`config.mk`:
```
export PLATFORM = sky130hd
export DESIGN_NAME = decimate_arbiter
export DESIGN_NICKNAME = d
export VERILOG_FILES = /design/src/rtl/decimate_pkg.sv /design/src/rtl/rr_arbiter.sv /design/src/rtl/decimate_arbiter.sv
export SDC_FILE = /design/constraint.sdc
export NUM_CORES = 1
export LEC_CHECK = 0
export BUFFER_PORTS_ARGS = -buffer_cell sky130_fd_sc_hd__buf_2
export CORE_MARGIN = 2
export CORE_UTILIZATION = 51
export CTS_BUF_LIST = sky130_fd_sc_hd__clkbuf_2 sky130_fd_sc_hd__clkbuf_4 sky130_fd_sc_hd__clkbuf_8
export CTS_CLUSTER_DIAMETER = 50
export DETAILED_ROUTE_END_ITERATION = 8
export PLACE_DENSITY_LB_ADDON = 0.1
export SLEW_MARGIN = 30
export SYNTH_ARGS = -nofsm -noshare
export SYNTH_HDL_FRONTEND = slang
export SYNTH_SLANG_ARGS = --single-unit
```
`constraint.sdc`:
```
create_clock -name clk -period 7 [get_ports clk]
set_input_delay 0.35 -clock clk [delete_from_list [all_inputs] [get_ports clk]]
set_output_delay 0.35 -clock clk [all_outputs]
set_load 0.1 [all_outputs]
```
`src/rtl/decimate_pkg.sv`:
```
// Shared helpers for the decimating round-robin merger: counter sizing and
// the round-robin priority search used by the arbiter.
package decimate_pkg;

  localparam int MAX_N   = 64;
  localparam int MAX_LOG = 6;

  function automatic int cw(input int m);
    return ($clog2(m) > 1) ? $clog2(m) : 1;
  endfunction

  // Returns the first requesting index after ptr (wrapping at n), or -1.
  // Walks the distance downward so the closest requester is written last.
  function automatic int rr_next(input logic [MAX_N-1:0] req, input int ptr, input int n);
    int res;
    int idx;
    res = -1;
    for (int k = MAX_N; k >= 1; k--) begin
      if (k <= n) begin
        idx = ptr + k;
        if (idx >= n) idx = idx - n;
        if (req[idx[MAX_LOG-1:0]]) res = idx;
      end
    end
    return res;
  endfunction

endpackage

```
`src/rtl/rr_arbiter.sv`:
```
// Round-robin arbiter: one-hot grant plus binary index, pointer advances on adv.
module rr_arbiter
  import decimate_pkg::*;
#(
  parameter  int N  = 4,
  localparam int IW = $clog2(N)
) (
  input  logic          clk,
  input  logic          rst,
  input  logic [N-1:0]  req,
  input  logic          adv,
  output logic [N-1:0]  gnt,
  output logic [IW-1:0] idx
);

  logic [IW-1:0]    ptr;
  logic [MAX_N-1:0] req_ext;
  int               nxt;

  always_comb begin
    req_ext        = '0;
    req_ext[N-1:0] = req;
    nxt            = rr_next(req_ext, int'(ptr), N);
    gnt            = '0;
    idx            = '0;
    for (int i = 0; i < N; i++) gnt[i] = (nxt == i);
    for (int i = 0; i < N; i++) if (gnt[i]) idx = IW'(i);
  end

  // ptr = N-1 after reset so channel 0 is searched first.
  always_ff @(posedge clk) begin
    if (rst)      ptr <= IW'(N - 1);
    else if (adv) ptr <= idx;
  end

endmodule

```
`src/rtl/decimate_arbiter.sv`:
```
// Per-channel keep-every-M-th decimation merged round-robin onto one
// registered output port tagged with the source channel.
module decimate_arbiter
  import decimate_pkg::*;
#(
  parameter  int W  = 16,
  parameter  int N  = 4,
  parameter  int M  = 2,
  localparam int CW = cw(M),
  localparam int IW = $clog2(N)
) (
  input  logic           clk,
  input  logic           rst,
  input  logic [N-1:0]   en,
  input  logic [N-1:0]   s_stb,
  input  logic [N*W-1:0] s_dat,
  output logic [N-1:0]   s_rdy,
  input  logic           m_rdy,
  output logic           m_stb,
  output logic [W-1:0]   m_dat,
  output logic [IW-1:0]  m_chn
);

  localparam logic [CW-1:0] KEEP_AT = CW'(M - 1);

  logic [CW-1:0] cnt [N];
  logic [N-1:0]  keep;
  logic [N-1:0]  req;
  logic [N-1:0]  gnt;
  logic [IW-1:0] idx;
  logic          load;
  logic [W-1:0]  sel_dat;

  always_comb begin
    for (int i = 0; i < N; i++) keep[i] = (cnt[i] == KEEP_AT);
  end

  // A transfer happens on a port in any cycle where stb and rdy are both 1;
  // stb holds its data until then and rdy never waits on stb being low.
  // Dropping channels are always ready; keeping channels only when they win
  // the arbiter in a cycle where the output register loads.
  assign req   = en & s_stb & keep & {N{~rst}};
  assign load  = ~rst & (~m_stb | m_rdy) & (|req);
  assign s_rdy = en & {N{~rst}} & (~keep | (gnt & {N{load}}));

  rr_arbiter #(.N(N)) u_arb (
    .clk (clk),
    .rst (rst),
    .req (req),
    .adv (load),
    .gnt (gnt),
    .idx (idx)
  );

  always_comb begin
    sel_dat = '0;
    for (int i = 0; i < N; i++) if (gnt[i]) sel_dat = s_dat[i*W +: W];
  end

  // Disabling a channel zeroes its phase so re-enable restarts the count.
  always_ff @(posedge clk) begin
    for (int i = 0; i < N; i++) begin
      if (rst || !en[i])            cnt[i] <= '0;
      else if (s_stb[i] && s_rdy[i]) cnt[i] <= keep[i] ? '0 : cnt[i] + 1'b1;
    end
  end

  always_ff @(posedge clk) begin
    if (rst) begin
      m_stb <= 1'b0;
      m_dat <= '0;
      m_chn <= '0;
    end else if (load) begin
      m_stb <= 1'b1;
      m_dat <= sel_dat;
      m_chn <= idx;
    end else if (m_rdy) begin
      m_stb <= 1'b0;
    end
  end

endmodule

```
**Word-level counts from Yosys, hierarchy flattened**

Memories as Yosys holds them, arrays and structs flattened.
Index checks and enable logic that the tools add are counted.

- Add/sub/neg operators: 12
- $mul: 0
- Divide/modulo/power cells: 0
- $lt $le $gt $ge: 8
- Equality and inequality tests: 3
- Shifts and indexed selects: 0
- Multiplexer cells: 53
- Bitwise logic cells: 17
- Reduce and logical (&&, ||, !) cells: 15

Operators by type and width:

| kind | number |
|---|---|
| 2-to-1 mux 32 bit | 8 |
| greater-or-equal comparator 32 x 4 -> 1 bit (second input constant) | 4 |
| subtractor 32 x 4 -> 32 bit (second input constant) | 4 |
| == test 32 x 3 -> 1 bit (second input constant) | 2 |
| 2-to-1 mux 16 bit | 4 |
| 2-to-1 mux 1 bit | 35 |
| == test 32 x 2 -> 1 bit (second input constant) | 1 |
| zero test 32 bit | 1 |
| less-than comparator 6 x 7 -> 1 bit (second input constant) | 4 |
| AND 4 bit | 6 |
| binary-select mux 1 bit (select 6 bit) | 4 |
| adder 2 x 2 -> 3 bit (second input constant) | 2 |
| OR 1 bit | 5 |
| adder 1 bit (second input constant) | 4 |
| adder 2 x 3 -> 4 bit (second input constant) | 1 |
| logical AND 1 bit | 4 |
| zero test 1 bit | 4 |
| logical OR 1 bit | 4 |
| 2-to-1 mux 2 bit | 2 |
| inverter 4 bit | 1 |
| OR 4 bit | 1 |
| OR reduction 4 bit | 1 |
| adder 2 x 1 -> 3 bit (second input constant) | 1 |
| AND 1 bit | 2 |
| 2 further kinds | 3 |

- Flip-flop bits (word level): 21
- Bits in latches: 0
- RAM bits: 4
- Bits in read-only memories: 0
- Output and inout bits: 23
- Logic and storage cells: 113
- Memories kept: 1

Memory list:

| name | words | width | read ports | clocked after memory_dff | write ports | RTL line | source |
|---|---|---|---|---|---|---|---|
| cnt | 4 | 1 | 4 | 0 | 4 | decimate_arbiter.sv:26 | `logic [CW-1:0] cnt [N];` |

**Logic depth before layout (Yosys ltp)**

- Depth after elaboration: 18
- Gate-level depth with buffers: 13
- Gate-level depth less buffers: 9

**Modules after synthesis**

From an unflattened synthesis, not the netlist that was laid out.

- Cell total of the unflattened synthesis: 241
- Area, all modules: 2037.0 um2

Modules (own cells, without submodules):

| module | instances | cells an instance | area an instance (um2) | sequential area each (um2) |
|---|---|---|---|---|
| decimate_arbiter | 1 | 192 | 1615.3 | 500.5 |
| rr_arbiter | 1 | 49 | 421.7 | 40.0 |

**Worst setup path before layout**

Ideal clock, no wire load.

- Kind: reg-to-output
- Start point: reg u_arb.ptr[1]
- End point: out s_rdy[0]
- Data arrival time: 3.864 ns
- Setup slack: 2.786 ns
- Stages on the path, launching flop included: 13
- Buffers on the path: 4
- Path through: dfxtp_1 -> clkbuf_2 -> inv_1 -> ha_1 -> buf_2 -> nor2b_1 -> a221oi_2 -> o2111ai_1 -> o211a_4 -> buf_8 -> buf_8 -> or3_1 -> a21oi_1

- Word-level cells in the longest chain between the ends: 13

Ends and longest elaborated chain:

| element | RTL line | source |
|---|---|---|
| start, declared | rr_arbiter.sv:16 | `logic [IW-1:0] ptr;` |
| start signal, assigned | rr_arbiter.sv:32 | `if (rst) ptr <= IW'(N - 1);` |
| start signal, assigned | rr_arbiter.sv:33 | `else if (adv) ptr <= idx;` |
| adder 2 x 3 -> 4 bit | decimate_pkg.sv:20 | `idx = ptr + k;` |
| subtractor 32 x 4 -> 32 bit / greater-or-equal comparator 32 x 4 -> 1 bit (equally long branches) | decimate_pkg.sv:21 | `if (idx >= n) idx = idx - n;` |
| 2-to-1 mux 32 bit | decimate_pkg.sv:21 |  |
| binary-select mux 1 bit (select 6 bit) | decimate_pkg.sv:22 | `if (req[idx[MAX_LOG-1:0]]) res = idx;` |
| 2-to-1 mux 1 bit (not written as such) | decimate_pkg.sv:22 |  |
| 2-to-1 mux 32 bit (3 in series) | decimate_pkg.sv:22 |  |
| 2-to-1 mux 32 bit * | decimate_pkg.sv:22 |  |
| zero test 32 bit * | rr_arbiter.sv:26 | `for (int i = 0; i < N; i++) gnt[i] = (nxt == i);` |
| AND 4 bit * | decimate_arbiter.sv:44 | `assign s_rdy = en & {N{~rst}} & (~keep \| (gnt & {N{load}}));` |
| OR 4 bit * | decimate_arbiter.sv:44 |  |
| AND 4 bit * | decimate_arbiter.sv:44 |  |
| end, declared | decimate_arbiter.sv:17 | `output logic [N-1:0] s_rdy,` |

Mark *: on every way between the ends. The rest lies on a longest branch, timed or not. The select of a mux whose other input is x is not followed.

**Worst setup path after layout**

- Start point: reg u_arb.ptr[0]
- End point: out s_rdy[3]

- Word-level cells in the longest chain between the ends: 13

Ends and longest elaborated chain:

| element | RTL line |
|---|---|
| adder 2 x 3 -> 4 bit | decimate_pkg.sv:20 |
| subtractor 32 x 4 -> 32 bit / greater-or-equal comparator 32 x 4 -> 1 bit (equally long branches) | decimate_pkg.sv:21 |
| 2-to-1 mux 32 bit | decimate_pkg.sv:21 |
| binary-select mux 1 bit (select 6 bit) | decimate_pkg.sv:22 |
| 2-to-1 mux 1 bit (not written as such) | decimate_pkg.sv:22 |
| 2-to-1 mux 32 bit (3 in series) | decimate_pkg.sv:22 |
| 2-to-1 mux 32 bit * | decimate_pkg.sv:22 |
| == test 32 x 3 -> 1 bit * | rr_arbiter.sv:26 |
| AND 4 bit * | decimate_arbiter.sv:44 |
| OR 4 bit * | decimate_arbiter.sv:44 |
| AND 4 bit * | decimate_arbiter.sv:44 |

Marked as above.

==> impl_results.md <==
- Status: completed
- DR WL met3: 269 microns
- Library cells used by synthesis: 51
- RSZ-0062 raised after global routing: no
- Setup violators final: 0
- Clk buf depth: 2
- WP data required: 6650 ps
- Vias per cell: 5.703
- Final worst-path cycle share: 64.14%
- 1st-iter DRT viols: 211
- Leak: 1.165 nW
- Total Die Area: 4398 sq um
- Worst path slowest cell: dfxtp_1
- GRT Util Overall: 23.39%
- Critical path type: flip-flop to output port
- Reg clk slew, reported paths: 90 ps
- Sequential fraction of the synthesis area: 27.29%
- Core box area: 3689 sq um
- Slew headroom: 57.04%
- Design area: 2479 sq um
- Share of cells above drive strength 1: 38.19%
- Post-CTS repair timing setup buffer count: 0
- DR WL met2: 2406 microns
- Synthesis-stage register bit count: 25
- Layout net count: 388
- Largest net degree at the start of global routing: 37
- Clk sinks: 25
- Boundary Pins: 98
- Fin. Hold Viols: 0
- Detailed placement HPWL: 3713 microns
- Yosys warnings: 0
- Area delta synth->final: 25.14%
- Initial Util: 53.70%
- CP max stage delay: 650 ps
- Grt ovf: 0
- Number of max-cap violations: 0
- H-tree levels: 1
- Post-synth top flop: dfxtp_1
- Hold Path Depth: 3
- Number of enable flip-flop cells after synthesis: 4
- WL met1: 2297 microns
- # diodes: 0
- RR Endpoint: cnt[3]
- Die Width: 66.32 microns
- Design Power: 454.1 uW
- Worst EP arrival: 4140 ps
- Vias in the first global route: 1852
- Post-DP Area: 2430 sq um
- Die Y: 66.32 microns
- IO Port Bufs: 97
- Final wirelength: 5021 microns
- Setup_tns: 0 ps
- Crit-path cells: inv_1 -> ha_1 -> nor2b_1 -> a221oi_2 -> o21a_1 -> o211a_4 -> a21boi_4 -> nand3_1 -> a21oi_1 -> buf_2
- CP Capture Point: s_rdy[3]
- Synth Net Count: 302
- CTS buffer count: 3
- Maximum clock frequency: 0.2227 GHz
- Worst skew pair latency: 260 ps
- Syn avg cell area: 8.842 sq um
- First-pass GRT wire length: 8190 microns
- Setup crit end kind: output port
- Worst-margin pin slew: 642.4 ps
- CTS resizes: 0
- Routability cong.: 0.9027
- Final ANT Viol Nets: 0
- Max Slew Vio Count: 0
- Min-delay worst type: primary input to flip-flop
- Core Util, Final: 67.20%
- Cells after Synth: 224
- Initial antenna violation count: 0
- Worst-path fanout max: 21
- Via count: 2036
- Asr flop ratio synth: 0%
- CP Launch Point: u_arb.ptr[0]
- Setup Skew: 2.635 ps
- Final min period: 4489 ps
- Startpoint types: flip-flop
- # rows: 22
- Mapped cell area: 1981 sq um
- CTS tree: built
- First-pass detailed-route iteration total: 4
- Setup slack, reg-to-reg: 3350 ps
- Uppermost routed layer: met4
- Pwr dens: 183.2 nW/um^2
- Worst r2r src: u_arb.ptr[0]
- Clk root buf: clkbuf_8
- Post-DR wirelength/cell: 14.06 microns
- Hold Buf Count CTS: 0
- Worst-case reg-to-reg path depth: 9
- DRC violations left: 0
- Max IR drop VDD: 0.08582 mV
==> critical path, delay by kind of cell (launching register included) <==
family	cells	cell delay [ps]
flip-flops	1	650
buffers and inverters	2	700
AND/OR/NAND/NOR	2	290
AO/OA/AOI/OAI	5	1720
adder cells (fa/ha/maj)	1	510
==> cell usage in the layout (no fill, tap or decap), types with 2 or more instances in the layout <==
| cell | count |
|---|---|
| a22oi_1 | 2 |
| a2bb2oi_1 | 16 |
| o21ai_0 | 5 |
| a311oi_1 | 16 |
| edfxtp_1 | 4 |
| ha_1 | 3 |
| nor2_1 | 24 |
| buf_4 | 2 |
| inv_1 | 6 |
| nand3_1 | 17 |
| nor3_1 | 5 |
| nand2b_1 | 5 |
| nor3b_1 | 3 |
| dfxtp_1 | 21 |
| a21oi_1 | 10 |
| o211ai_1 | 3 |
| nand4b_4 | 3 |
| or3_1 | 2 |
| mux2i_1 | 17 |
| buf_2 | 97 |
| clkbuf_8 | 3 |
| a221oi_1 | 3 |
| and4b_1 | 2 |
| a221oi_2 | 2 |
| nor2b_1 | 3 |
| nand2_1 | 10 |
| o21a_1 | 2 |
==> power by group <==
group / internal, mW / total [mW] / switching [mW]
Sequential: 0.154 / 0.162 / 0.00821
Clock: 0.0445 / 0.0905 / 0.0459
Combinational: 0.0768 / 0.202 / 0.125
Total: 0.275 / 0.454 / 0.179
==> layout make-up <==
| type | count | area (sq um) |
|---|---|---|
| flip-flops and latches | 25 | 540.5 |
| clock buffers | 4 | 48.80 |
| repair buffers | 99 | 500.5 |
| inverters | 6 | 22.52 |
| fillers | 344 | 1210 |
| multi-input cells | 175 | 1306 |
| well taps | 48 | 60.06 |
==> metrics by stage <==
step	hold slack [ps]	cells	setup WS [ps]
floorplan	524.3	224	2786
global placement	461.2	353	2914
detailed placement	465.7	353	2864
CTS	347.5	357	2566
global route	358.0	357	2223
finish	349.8	357	2511
==> routing by layer <==
| layer | track usage (%) | up-vias |
|---|---|---|
| met3 | 2.385 | 4 |
| li1 | - | 1040 |
| met5 | 0 | - |
| met1 | 32.46 | 915 |
| met4 | 6.378 | 0 |
| met2 | 38.50 | 77 |
==> state kept, by name, summed over array words and instances (netlist names) <==
name	flops
m_chn	2
cnt	4
m_stb	1
u_arb.ptr	2
m_dat	16
==> synthesized netlist by cell type (3+ instances only) <==
cell type  count  area, sq um
o21ai_0        5        25.02
nor3_1         6        30.03
dfxtp_1       21        420.4
a311oi_1      16        140.1
mux2i_1       17        170.2
edfxtp_1       4        120.1
nand3_1       17        85.08
nor3b_1        3        22.52
nor2b_1        3        18.77
nor2_1        24        90.09
a221oi_1       3        26.28
buf_2          5        25.02
inv_1          6        22.52
a2bb2oi_1     16        140.1
ha_1           3        37.54
o211ai_1       3        22.52
clkbuf_1       7        26.28
a21oi_1       10        50.05
nand2b_1       5        31.28
nand2_1       10        37.54
nand4b_4       3        71.32
==> worst min-delay path by stage <==
stage,startpoint,end,slack [ps]
3_5_place_dp,m_chn[0],m_chn[0],470
5_1_grt,s_dat[49],m_dat[1],360
2_1_floorplan,s_dat[58],m_dat[10],520
6_report,s_dat[53],m_dat[5],350
4_1_cts,s_dat[54],m_dat[6],350
3_3_place_gp,m_chn[0],m_chn[0],460
==> kinds of logic (layout without fill, tap and decap cells) <==
group | after synthesis | count (layout) | synth area share [%]
AO/OA/AOI/OAI | 69 | 69 | 28.93
adder cells (fa/ha/maj) | 3 | 3 | 1.895
buffers and inverters | 24 | 109 | 7.012
flip-flops | 25 | 25 | 27.29
multiplexers | 17 | 17 | 8.591
AND/OR/NAND/NOR | 86 | 86 | 26.28
Note: power is estimated with default switching activity, not from simulation.
